### config.mk
export PLATFORM = sky130hd
export DESIGN_NAME = trace_ctrl
export DESIGN_NICKNAME = d
export VERILOG_FILES = /design/src/rtl/trace_ctrl.sv
export SDC_FILE = /design/constraint.sdc
export NUM_CORES = 1
export LEC_CHECK = 0
export BUFFER_PORTS_ARGS = -buffer_cell sky130_fd_sc_hd__buf_4
export CORE_MARGIN = 3
export CORE_UTILIZATION = 50
export DETAILED_ROUTE_END_ITERATION = 8
export GPL_ROUTABILITY_DRIVEN = 0
export MAX_ROUTING_LAYER = met4
export PLACE_DENSITY = 0.77
export SLEW_MARGIN = 40
export SYNTH_ARGS = -nofsm -noshare
export SYNTH_HDL_FRONTEND = slang
export SYNTH_SLANG_ARGS = --single-unit
### constraint.sdc
create_clock -name mclk -period 3.33 [get_ports mclk]
set_input_delay 0.666 -clock mclk [delete_from_list [all_inputs] [get_ports mclk]]
set_output_delay 0.666 -clock mclk [all_outputs]
set_load 0.02 [all_outputs]
### src/rtl/trace_ctrl.sv
// -----------------------------------------------------------------------------
// trace_ctrl
//   Run/stop controller for the RAM tracer. Config-bus writes land in control,
//   trigger-address and capture-limit registers. An IDLE/ARMED/TRACING/DONE
//   sequencer drives the tracer enables. START/STOP marker packets are merged
//   into the tracer packet stream on its way to usb_comm.
//
// Ports
//   mclk, reset            clock, synchronous active-high reset
//   config_addr/data/strobe config bus write (regs at BASE_ADDR..BASE_ADDR+3)
//   filter_strobe, filter_addr_latch, filter_a
//                          RAM sample snoop used for the trigger match
//   trace_pkt_strobe/type/payload
//                          packets from the tracer state machine
//   trace_enable, trace_reads
//                          enables back to the tracer
//   packet_strobe/type/payload
//                          merged packet stream, registered, to usb_comm
//   trace_state            00 IDLE, 01 ARMED, 10 TRACING, 11 DONE
//   pkt_count              tracer packets seen while TRACING (saturating)
// -----------------------------------------------------------------------------
module trace_ctrl #(
  parameter logic [15:0] BASE_ADDR = 16'h0010
) (
  input  logic        mclk,
  input  logic        reset,
  input  logic [15:0] config_addr,
  input  logic [15:0] config_data,
  input  logic        config_strobe,
  input  logic        filter_strobe,
  input  logic        filter_addr_latch,
  input  logic [22:0] filter_a,
  input  logic        trace_pkt_strobe,
  input  logic [1:0]  trace_pkt_type,
  input  logic [22:0] trace_pkt_payload,
  output logic        trace_enable,
  output logic        trace_reads,
  output logic        packet_strobe,
  output logic [1:0]  packet_type,
  output logic [22:0] packet_payload,
  output logic [1:0]  trace_state,
  output logic [15:0] pkt_count
);

  typedef enum logic [1:0] {
    ST_IDLE    = 2'b00,
    ST_ARMED   = 2'b01,
    ST_TRACING = 2'b10,
    ST_DONE    = 2'b11
  } state_t;

  localparam logic [1:0] PKT_MARKER = 2'b11;
  localparam logic [1:0] KIND_START = 2'b00;
  localparam logic [1:0] KIND_LIMIT = 2'b01;
  localparam logic [1:0] KIND_STOP  = 2'b10;

  function automatic logic [15:0] sat_inc(input logic [15:0] v);
    return (v == 16'hFFFF) ? v : v + 16'd1;
  endfunction

  // Type-11 payloads with bit 22 set would look like markers; clamp them.
  function automatic logic [22:0] sat_payload(input logic [1:0] t, input logic [22:0] p);
    return (t == PKT_MARKER && p[22]) ? 23'h3FFFFF : p;
  endfunction

  function automatic logic [22:0] make_marker(input logic [1:0] kind, input logic [15:0] d);
    return {1'b1, kind, 4'b0000, d};
  endfunction

  // ---------------------------------------------------------------------------
  // Stage p0: config-bus decode. CTRL writes are registered and acted on by
  // the sequencer one cycle later; the other registers take effect directly.
  // ---------------------------------------------------------------------------
  logic        ctrl_wr_p0;
  logic        ctrl_arm_p0;
  logic        ctrl_stop_p0;
  logic        ctrl_trig_p0;
  logic [22:0] trig_a;
  logic [15:0] limit;

  always_ff @(posedge mclk) begin
    if (reset) begin
      ctrl_wr_p0   <= 1'b0;
      ctrl_arm_p0  <= 1'b0;
      ctrl_stop_p0 <= 1'b0;
      ctrl_trig_p0 <= 1'b0;
      trig_a       <= '0;
      limit        <= '0;
      trace_reads  <= 1'b0;
    end else begin
      ctrl_wr_p0 <= 1'b0;
      if (config_strobe) begin
        if (config_addr == BASE_ADDR) begin
          ctrl_wr_p0   <= 1'b1;
          ctrl_arm_p0  <= config_data[0];
          ctrl_stop_p0 <= config_data[2];
          ctrl_trig_p0 <= config_data[3];
          trace_reads  <= config_data[1];
        end else if (config_addr == BASE_ADDR + 16'd1) begin
          trig_a[15:0] <= config_data;
        end else if (config_addr == BASE_ADDR + 16'd2) begin
          trig_a[22:16] <= config_data[6:0];
        end else if (config_addr == BASE_ADDR + 16'd3) begin
          limit <= config_data;
        end
      end
    end
  end

  // ---------------------------------------------------------------------------
  // Stage p1: sequencer, packet counter and merge.
  // ---------------------------------------------------------------------------
  state_t      state, state_nxt;
  logic [15:0] cnt_nxt;
  logic [15:0] cnt_inc;
  logic        cnt_step;
  logic        limit_hit;
  logic        stop_cmd, arm_cmd, idle_cmd, trig_hit;
  logic [1:0]  stop_kind;

  logic        pend_vld, pend_vld_nxt;
  logic [22:0] pend_pl, pend_pl_nxt;
  logic        mk_vld;
  logic [22:0] mk_pl;
  logic        out_vld;
  logic [1:0]  out_type;
  logic [22:0] out_pl;

  // State register. trace_enable is registered from the next state so that
  // it tracks state==TRACING exactly.
  always_ff @(posedge mclk) begin
    if (reset) begin
      state        <= ST_IDLE;
      trace_enable <= 1'b0;
    end else begin
      state        <= state_nxt;
      trace_enable <= (state_nxt == ST_TRACING);
    end
  end

  // Next-state logic.
  always_comb begin
    cnt_inc   = sat_inc(pkt_count);
    cnt_step  = (state == ST_TRACING) && trace_pkt_strobe;
    limit_hit = cnt_step && (limit != 16'd0) && (cnt_inc == limit);
    // STOP beats ARM; ARM is refused while a marker is still waiting to go out.
    stop_cmd  = ctrl_wr_p0 && ctrl_stop_p0;
    arm_cmd   = ctrl_wr_p0 && ctrl_arm_p0 && !ctrl_stop_p0 && !pend_vld;
    idle_cmd  = ctrl_wr_p0 && !ctrl_arm_p0 && !ctrl_stop_p0;
    trig_hit  = filter_strobe && filter_addr_latch && (filter_a == trig_a);

    state_nxt = state;
    stop_kind = KIND_STOP;
    cnt_nxt   = cnt_step ? cnt_inc : pkt_count;

    unique case (state)
      ST_IDLE, ST_DONE: begin
        if (idle_cmd) begin
          state_nxt = ST_IDLE;
        end else if (arm_cmd) begin
          state_nxt = ctrl_trig_p0 ? ST_ARMED : ST_TRACING;
          cnt_nxt   = 16'd0;
        end
      end
      ST_ARMED: begin
        // A write that changes state takes precedence over a same-cycle trigger.
        if (idle_cmd)      state_nxt = ST_IDLE;
        else if (trig_hit) state_nxt = ST_TRACING;
      end
      ST_TRACING: begin
        if (limit_hit) begin
          state_nxt = ST_DONE;
          stop_kind = KIND_LIMIT;
        end else if (stop_cmd) begin
          state_nxt = ST_DONE;
          stop_kind = KIND_STOP;
        end else if (idle_cmd) begin
          state_nxt = ST_IDLE;
        end
      end
      default: state_nxt = ST_IDLE;
    endcase
  end

  // Output logic: marker generation and merge priority.
  always_comb begin
    mk_vld = 1'b0;
    mk_pl  = '0;
    if (state_nxt == ST_TRACING && state != ST_TRACING) begin
      mk_vld = 1'b1;
      mk_pl  = make_marker(KIND_START, {15'b0, (state == ST_ARMED)});
    end else if (state == ST_TRACING && state_nxt == ST_DONE) begin
      mk_vld = 1'b1;
      mk_pl  = make_marker(stop_kind, cnt_nxt);
    end

    out_vld      = 1'b0;
    out_type     = 2'b00;
    out_pl       = '0;
    pend_vld_nxt = pend_vld;
    pend_pl_nxt  = pend_pl;

    if (trace_pkt_strobe) begin
      // Tracer always wins the slot; a fresh marker is parked if the single
      // pending slot is free, otherwise the older marker keeps it.
      out_vld  = 1'b1;
      out_type = trace_pkt_type;
      out_pl   = sat_payload(trace_pkt_type, trace_pkt_payload);
      if (!pend_vld && mk_vld) begin
        pend_vld_nxt = 1'b1;
        pend_pl_nxt  = mk_pl;
      end
    end else if (pend_vld) begin
      out_vld  = 1'b1;
      out_type = PKT_MARKER;
      out_pl   = pend_pl;
      pend_vld_nxt = mk_vld;
      pend_pl_nxt  = mk_vld ? mk_pl : pend_pl;
    end else if (mk_vld) begin
      out_vld  = 1'b1;
      out_type = PKT_MARKER;
      out_pl   = mk_pl;
    end
  end

  always_ff @(posedge mclk) begin
    if (reset) begin
      pkt_count      <= '0;
      pend_vld       <= 1'b0;
      pend_pl        <= '0;
      packet_strobe  <= 1'b0;
      packet_type    <= 2'b00;
      packet_payload <= '0;
    end else begin
      pkt_count      <= cnt_nxt;
      pend_vld       <= pend_vld_nxt;
      pend_pl        <= pend_pl_nxt;
      packet_strobe  <= out_vld;
      packet_type    <= out_type;
      packet_payload <= out_pl;
    end
  end

  assign trace_state = state;

endmodule

==> run_results.csv, run 1 <==
group,metric,value,unit
cells_and_area,final_nets,941,
clocking,post-cts-setup-buffer-count,0,
worst_setup_path,end_kind,"flip-flop",
routing,dr.first_iter.drc_count,557,
routing,ant_nets,0,
floorplanning,die-area,0.0134,mm^2
routing,dr_total_vias,5827,
synth,synth_fa_ha_area_share,0.624,%
worst_setup_path,reg2reg_depth,8,
global_route,use_met2,41.7,%
global_route,grt_usage,25.4,%
clocking,cts_resized,0,
synth,synth.top_cell.area_share,36.3,%
timing,layout_min_cycle_time,3.16,ns
timing,holdWs,0.462,ns
worst_setup_path,startpoint,"pkt_count[11]$_SDFF_PP0_",
global_route,antenna_found_initial,0,
hold_path,hp-class,"reg -> reg",
worst_setup_path,path_max_fanout,6,
clocking,ctsLongestPathBuffers,2,
global_route,grt-ovfl-total,0,
worst_setup_path,cp-start-kind,"flip-flop",
synth,synth-edff-count,0,
timing,setup_viol,0,
place,io_buffers,131,
cells_and_area,diodes,0,
cells_and_area,layout_commonest_cell,"buf_4",
timing,fmax,0.317,GHz
timing,final.setup.tns,0,ns
timing,fin_skew,0.00813,ns
global_route,grtUsageMet1,32.2,%
clocking,cts_num_sinks,109,
synth,synth_top_family_by_area,"simple AND/OR/NAND/NOR gates",
place,dp_hpwl,12.5,mm
routing,first_pass_iters,5,
worst_setup_path,reg2reg_to,"pend_pl[20]$_SDFFE_PP0P_",
timing,worst_slew_pin_slew,0.712,ns
floorplanning,floorplan.initialDensity,52.0,%
power_and_ir_drop,peakVddDrop,0.408,mV
worst_setup_path,path_class,"reg -> reg",
global_route,grt_max_degree,52,
routing,viasPerCell,5.83,
worst_setup_path,crit_arrival,3.45,ns
cells_and_area,final_cell_mix,"buf_4, dfxtp_1, nor2_1, mux2i_1, nand2_1",
clocking,cts_tree,"done",
synth,synthArstFlopShare,0,%
worst_setup_path,endpoint,"pend_pl[20]$_SDFFE_PP0P_",
floorplanning,coreArea,0.0116,mm^2
job,maxCapViolations,0,
synth,ys_warn_count,0,
synth,synth_ff_type,"dfxtp_1",
floorplanning,die-width,116,um
clocking,htree_levels,3,
synth,syn_nets,810,
timing,hold_viol,0,
timing,layout_setup_ws,0.171,ns
cells_and_area,drive_above_1_share,25.2,%
synth,netlist_area,0.00601,mm^2
timing,rsz0062_at_grt,"no",
global_route,grt_pass1_wl,26.9,mm
synth,syn_area_per_cell,8.34,um^2
synth,synthMuxAreaShare,11.0,%
routing,wirelength,16.6,mm
synth,ys_types,68,
floorplanning,row_count,39,
synth,synthXorXnorAreaFrac,7.72,%
synth,yosys.area_share.simple,24.2,%
worst_setup_path,r2r_slack,0.17,ns
floorplanning,die_h,116,um
clocking,cts_root_buffer,"clkbuf_16",
synth,synth_compound_area_share,15.6,%
synth,synth_largest_area_cell,"dfxtp_1",
synth,syn_inst,721,
clocking,hold_buffers,0,
synth,yosysSeqAreaShare,36.3,%
timing,period_share,94.9,%
cells_and_area,synthToLayoutAreaGrowth,26.7,%
cells_and_area,fin_util,65.9,%
outcome,status,"finished clean",
worst_setup_path,reg2reg_from,"pkt_count[11]$_SDFF_PP0_",
global_route,grt_pass1_vias,5604,
clocking,clk_latency,0.35,ns
routing,wl_per_cell,16.6,um
timing,slew_headroom,52.2,%
floorplanning,pin_count,132,
global_route,use_met3,4.80,%
synth,synth.area.top_cells,"dfxtp_1, mux2i_1, nor2_1",
timing,slew_violations,0,
routing,drc,0,
worst_setup_path,worstPathRequired,3.62,ns
hold_path,min-delay-start,"pend_pl[22]$_SDFFE_PP0P_",
global_route,grt_busiest_layer,"met2",
place,place_ws,0.000937,ns
power_and_ir_drop,p_leak,0.00326,uW
power_and_ir_drop,p_per_area,492,mW/mm^2
clocking,clk_pin_slew,0.08,ns
clocking,numCtsBuffers,9,
cells_and_area,stdcell_count,1000,
synth,ys_ff_latch,109,
place,dp_cells,984,
==> worst min-delay path by stage <==
| stage | depth (start not counted) | to |
|---|---|---|
| floorplan | 2 | pend_pl[22]$_SDFFE_PP0P_ |
| global placement | 2 | pend_pl[22]$_SDFFE_PP0P_ |
| detailed placement | 2 | pend_pl[22]$_SDFFE_PP0P_ |
| CTS | 2 | pend_pl[22]$_SDFFE_PP0P_ |
| global route | 2 | pend_pl[21]$_SDFFE_PP0P_ |
| finish | 2 | pend_pl[22]$_SDFFE_PP0P_ |
==> where the power goes <==
| group | internal, uW | leakage, uW | switching (uW) |
|---|---|---|---|
| Clock | 525 | 0.000137 | 524 |
| Sequential | 1350 | 0.000885 | 32.1 |
| Combinational | 500 | 0.00223 | 815 |
==> layout make-up <==
class,instances,area (um^2)
Clock buffer,10,229
Clock inverter,6,56.3
Fill cell,966,3940
Inverter,11,41.3
Multi-Input combinational cell,546,3590
Sequential cell,109,2180
Tap cell,143,179
Timing Repair Buffer,175,1340
==> cells in the mapped netlist (7+ instances only) <==
library cell  count
nor2_1           97
dfxtp_1         109
inv_1            11
nand4_1          12
o211ai_1         19
xor2_1           35
xnor2_1          18
mux2i_1          64
a21oi_1          31
clkbuf_1         38
nand2_1          51
o21ai_0          24
and2_1            7
nor4_1           21
buf_2            11
nor3_1           29
nand2b_1          9
nand3_1          19
a211oi_1         20
==> routing by layer <==
| layer | vias to the layer above | routed length [um] |
|---|---|---|
| met1 | 2693 | 7150 |
| met5 | - | 0 |
| li1 | 2836 | - |
| met2 | 267 | 7830 |
| met3 | 31 | 1320 |
| met4 | 0 | 321 |
==> cells by family after synthesis <==
kind of cell    after synthesis
compound gates              139
xor+xnor                     53
fa+ha+maj                     3
buf+inv                      66
flops                       109
mux                          66
simple gates                285
==> registers in the layout, indices dropped and copies added, names as in the netlist, 2 cells and up <==
register	flops
pkt_count	16
pend_pl	19
packet_payload	23
trace_state	2
trig_a	23
packet_type	2
limit	16
==> worst max-delay path, stage by stage (launching register included) <==
cell      delay [ns]
dfxtp_1         0.52
nand4_4         0.14
or4_1           0.59
mux2i_1         0.16
nor4_2          0.32
o211ai_2        0.15
or4_4           0.56
or4_1           0.51
a21oi_1         0.14
==> stage by stage <==
stage | area (um^2) | total power [uW]
2_1_floorplan | 6040 | 2230
3_3_place_gp | 7320 | 2650
3_5_place_dp | 7320 | 2690
4_1_cts | 7610 | 3720
5_1_grt | 7620 | 3900
6_report | 7620 | 3750
No activity file was read; power rests on OpenSTA's default activity.
==> run 2: changes to the inputs <==
- PLACE_DENSITY: 0.77 -> unset
- PLACE_DENSITY_LB_ADDON: unset -> 0.3
==> run_results.csv, run 2 (synthesized netlist as in run 1, its figures left out) <==
group,metric,value,unit
worst_setup_path,worstPathRequired,3.60,ns
timing,period_share,96.2,%
global_route,grt_pass1_wl,27.2,mm
cells_and_area,largestRegisters,"packet_payload x23, trig_a x23, pend_pl x19",
place,place_ws,-0.0699,ns
cells_and_area,drive_above_1_share,25.2,%
global_route,grt-ovfl-total,0,
hold_path,hp-class,"reg -> reg",
place,dp_hpwl,12.6,mm
clocking,cts_tree,"done",
routing,ant_nets,0,
routing,wl_per_cell,16.6,um
timing,fin_skew,0.0108,ns
clocking,htree_levels,3,
cells_and_area,final_cell_mix,"buf_4, dfxtp_1, nor2_1, mux2i_1, nand2_1",
place,io_buffers,131,
timing,rsz0062_at_grt,"yes",
clocking,hold_buffers,0,
worst_setup_path,end_kind,"flip-flop",
power_and_ir_drop,p_total,3710,uW
global_route,grt_max_degree,48,
clocking,post-cts-setup-buffer-count,0,
timing,final.setup.tns,0,ns
clocking,ctsLongestPathBuffers,2,
timing,worst_slew_pin_slew,0.718,ns
timing,setup_viol,0,
worst_setup_path,path_max_fanout,6,
routing,drc,0,
timing,layout_setup_ws,0.127,ns
worst_setup_path,path_class,"reg -> reg",
cells_and_area,final_nets,941,
floorplanning,die_h,116,um
global_route,grt_usage,26.0,%
global_route,grt_pass1_vias,5652,
floorplanning,coreArea,0.0116,mm^2
timing,slew_violations,0,
cells_and_area,nFillCells,958,
cells_and_area,layout_commonest_cell,"buf_4",
cells_and_area,diodes,0,
clocking,cts_root_buffer,"clkbuf_16",
global_route,antenna_found_initial,0,
floorplanning,pin_count,132,
clocking,cts_num_sinks,109,
routing,viasPerCell,5.82,
floorplanning,die-area,0.0134,mm^2
timing,hold_viol,0,
place,dp_cells,984,
worst_setup_path,crit_arrival,3.47,ns
clocking,numCtsBuffers,9,
routing,dr.first_iter.drc_count,542,
timing,layout_min_cycle_time,3.20,ns
power_and_ir_drop,p_leak,0.00325,uW
cells_and_area,synthToLayoutAreaGrowth,26.7,%
clocking,clk_latency,0.36,ns
floorplanning,floorplan.initialDensity,52.0,%
floorplanning,row_count,39,
timing,fmax,0.312,GHz
timing,slew_headroom,51.7,%
floorplanning,die-width,116,um
power_and_ir_drop,p_per_area,487,mW/mm^2
job,maxCapViolations,0,
clocking,clk_pin_slew,0.08,ns
cells_and_area,stdcell_count,1000,
worst_setup_path,cp-start-kind,"flip-flop",
power_and_ir_drop,peakVddDrop,0.439,mV
routing,first_pass_iters,5,
routing,dr_total_vias,5820,
routing,wirelength,16.6,mm
outcome,status,"finished clean",
==> run 2: changes by cell type in the layout (fill, tap and decap cells not counted), sizes merged <==
cell      delta
clkbuf       +1
clkinv       -1
clkinvlp     +1
inv          -1
==> run 2: final cells by class <==
cell class	instances	area, um^2	share of cell area (%)
Inverter	11	41.3	0.542
Tap cell	143	179	2.35
Timing Repair Buffer	175	1340	17.6
Multi-Input combinational cell	546	3590	47.1
Clock inverter	5	43.8	0.575
Sequential cell	109	2190	28.7
Clock buffer	11	243	3.19
==> run 2: power breakdown <==
| group | internal, uW | leakage, uW | total [uW] | switching, uW |
|---|---|---|---|---|
| combinational | 494 | 0.00223 | 1290 | 796 |
| clock | 538 | 0.000134 | 1040 | 502 |
| sequential | 1350 | 0.000885 | 1380 | 32.1 |
| total | 2380 | 0.00325 | 3710 | 1330 |
==> run 2: worst max-delay path, stage by stage (launching register included) <==
cell	delay, ns
dfxtp_1	0.50
nand4_2	0.16
buf_4	0.20
or3_1	0.48
mux2i_1	0.20
a211oi_1	0.35
nand4_1	0.25
o31ai_1	0.40
buf_4	0.19
a21boi_0	0.15
nor3_1	0.23
==> run 2: timing repair <==
item,CTS,global route
setup endpoints to repair,0,39
hold endpoints to repair,0,0
gates resized for setup,0,3
==> run 2: stage by stage <==
| stage | utilization (%) | instance area [um^2] | hold slack, ns |
|---|---|---|---|
| global placement | 63.3 | 7320 | 0.441 |
| CTS | 65.8 | 7610 | 0.459 |
| finish | 65.9 | 7620 | 0.456 |
| floorplan | - | 6040 | 0.426 |
| detailed placement | 63.3 | 7320 | 0.447 |
| global route | 65.9 | 7620 | 0.481 |
==> run 2: per-layer routing <==
metal	track usage [%]	share of wire [%]	up-vias
li1	-	-	2835
met1	32.9	43	2680
met2	40.3	46	263
met3	5.12	7.3	42
met4	11.8	3.1	0
met5	-	0	-
==> run 2: worst paths after layout <==
check | startpoint | to | slack [ns] | cells after the start
setup / recovery | pkt_count[12]$_SDFF_PP0_ | packet_type[0]$_SDFF_PP0_ | 0.13 | 10
setup reg to reg | pkt_count[12]$_SDFF_PP0_ | packet_type[0]$_SDFF_PP0_ | 0.13 | 10
hold / removal | pend_pl[22]$_SDFFE_PP0P_ | pend_pl[22]$_SDFFE_PP0P_ | 0.46 | 2
hold reg to reg | pend_pl[22]$_SDFFE_PP0P_ | pend_pl[22]$_SDFFE_PP0P_ | 0.46 | 2
==> run 3: changes to the inputs <==
- BUFFER_PORTS_ARGS: -buffer_cell sky130_fd_sc_hd__buf_4 -> -buffer_cell sky130_fd_sc_hd__buf_2
==> run_results.csv, run 3 (synthesized netlist as in run 1, its figures left out) <==
group,metric,value,unit
outcome,status,"finished clean",
routing,wl_per_cell,16.6,um
worst_setup_path,r2r_slack,0.06,ns
global_route,grt-ovfl-total,0,
cells_and_area,multiInputGateArea,0.00359,mm^2
timing,period_share,98.3,%
routing,dr.first_iter.drc_count,519,
power_and_ir_drop,p_per_area,513,mW/mm^2
floorplanning,floorplan.initialDensity,52.0,%
worst_setup_path,path_class,"reg -> reg",
power_and_ir_drop,intPower,2430,uW
timing,layout_min_cycle_time,3.27,ns
power_and_ir_drop,p_total,3770,uW
routing,first_pass_iters,6,
hold_path,hp-class,"reg -> reg",
clocking,hold_buffers,0,
global_route,grt_pass1_vias,5701,
clocking,cts_tree,"done",
place,io_buffers,131,
power_and_ir_drop,pwr-share-clk,28.8,%
clocking,clk_latency,0.36,ns
worst_setup_path,end_kind,"flip-flop",
worst_setup_path,cp-start-kind,"flip-flop",
timing,slew_headroom,54.8,%
power_and_ir_drop,p_sw_share,35.6,%
cells_and_area,drive_above_1_share,25.6,%
routing,drc,0,
job,maxCapViolations,0,
place,dp_cells,986,
power_and_ir_drop,peakVddDrop,0.364,mV
cells_and_area,stdcell_count,1003,
clocking,ctsLongestPathBuffers,2,
worst_setup_path,worstPathRequired,3.62,ns
cells_and_area,nFillCells,995,
clocking,cts_root_buffer,"clkbuf_16",
worst_setup_path,crit_arrival,3.57,ns
clocking,numCtsBuffers,9,
routing,wirelength,16.7,mm
floorplanning,coreArea,0.0116,mm^2
cells_and_area,ff_latch_area,0.00219,mm^2
floorplanning,row_count,39,
global_route,grt_max_degree,67,
power_and_ir_drop,p_leak,0.00320,uW
floorplanning,pin_count,132,
power_and_ir_drop,net-switching-power,1340,uW
power_and_ir_drop,seqPwrFrac,36.7,%
clocking,htree_levels,3,
clocking,cts_num_sinks,109,
timing,fmax,0.305,GHz
global_route,grt_usage,26.3,%
timing,final.setup.tns,0,ns
place,dp_hpwl,12.5,mm
floorplanning,die-width,116,um
clocking,clk_pin_slew,0.08,ns
global_route,antenna_found_initial,0,
routing,ant_nets,0,
global_route,grt_pass1_wl,27.5,mm
routing,dr_total_vias,5860,
cells_and_area,largestRegisters,"packet_payload x23, trig_a x23, pend_pl x19",
floorplanning,die-area,0.0134,mm^2
timing,slew_violations,0,
cells_and_area,fin_util,63.5,%
cells_and_area,final_cell_mix,"buf_2, dfxtp_1, nor2_1, mux2i_1, nand2_1",
floorplanning,die_h,116,um
timing,worst_slew_pin_slew,0.672,ns
timing,fin_skew,0.0119,ns
timing,setup_viol,0,
cells_and_area,synthToLayoutAreaGrowth,22.2,%
timing,holdWs,0.454,ns
power_and_ir_drop,combPwrFrac,34.5,%
worst_setup_path,path_max_fanout,5,
routing,viasPerCell,5.84,
cells_and_area,diodes,0,
cells_and_area,final_nets,944,
cells_and_area,layout_commonest_cell,"buf_2",
timing,hold_viol,0,
-- run 3: cell types whose count changed in the layout (fill, tap and decap cells not counted), sizes merged --
cell / delta
clkbuf: -1
clkinv: +1
buf: +3
clkinvlp: -1
bufinv: +1
-- run 3: per-stage QoR --
step / setup WS (ns) / instance area [um^2]
2_1_floorplan: 0.0107 / 6040
6_report: 0.0565 / 7350
4_1_cts: 0.0982 / 7320
5_1_grt: -0.0211 / 7350
3_3_place_gp: 0.0815 / 7020
3_5_place_dp: -0.0606 / 7020
-- run 3: routing by layer --
metal / up-vias / GRT usage, % / share of wire [%]
li1: 2845 / - / -
met1: 2722 / 33.3 / 44
met2: 250 / 41.5 / 46
met3: 43 / 4.70 / 7.0
met4: 0 / 11.2 / 3.1
met5: - / - / 0
-- run 3: what timing repair did --
| action | CTS | global route |
|---|---|---|
| setup buffers | 0 | 1 |
| resized for setup | 0 | 6 |
| endpoints found under the setup margin | 0 | 38 |
-- run 3: final timing paths --
path,depth (start not counted),startpoint,end
setup reg to reg,9,pkt_count[3]$_SDFF_PP0_,pend_pl[20]$_SDFFE_PP0P_
setup / recovery,9,pkt_count[3]$_SDFF_PP0_,pend_pl[20]$_SDFFE_PP0P_
hold / removal,2,pend_pl[22]$_SDFFE_PP0P_,pend_pl[22]$_SDFFE_PP0P_
hold reg to reg,2,pend_pl[22]$_SDFFE_PP0P_,pend_pl[22]$_SDFFE_PP0P_
-- run 3: final cells by class --
| cell class | count | area share [%] |
|---|---|---|
| clock buffers | 10 | 3.12 |
| inverters | 11 | 0.562 |
| repair buffers | 178 | 14.2 |
| clock inverters | 6 | 0.936 |
| multi-input cells | 546 | 48.9 |
| flip-flops and latches | 109 | 29.8 |
| well taps | 143 | 2.43 |
-- run 3: critical path, cell delays in order, from the launching register on --
cell and delay [ns]:
dfxtp_1 0.48, nand4_1 0.20, nor4_1 0.36, buf_4 0.20, mux2_2 0.34, a211oi_1 0.37
nand2_1 0.11, or4_4 0.44, or4_1 0.53, a21oi_1 0.18
-- run 3: power by group through the flow --
stage / logic [uW] / registers, uW / clock network, uW
2_1_floorplan: 767 / 1460 / 0
3_3_place_gp: 1220 / 1410 / 0
3_5_place_dp: 1260 / 1410 / 0
4_1_cts: 1270 / 1380 / 1110
5_1_grt: 1420 / 1390 / 1150
6_report: 1300 / 1380 / 1090
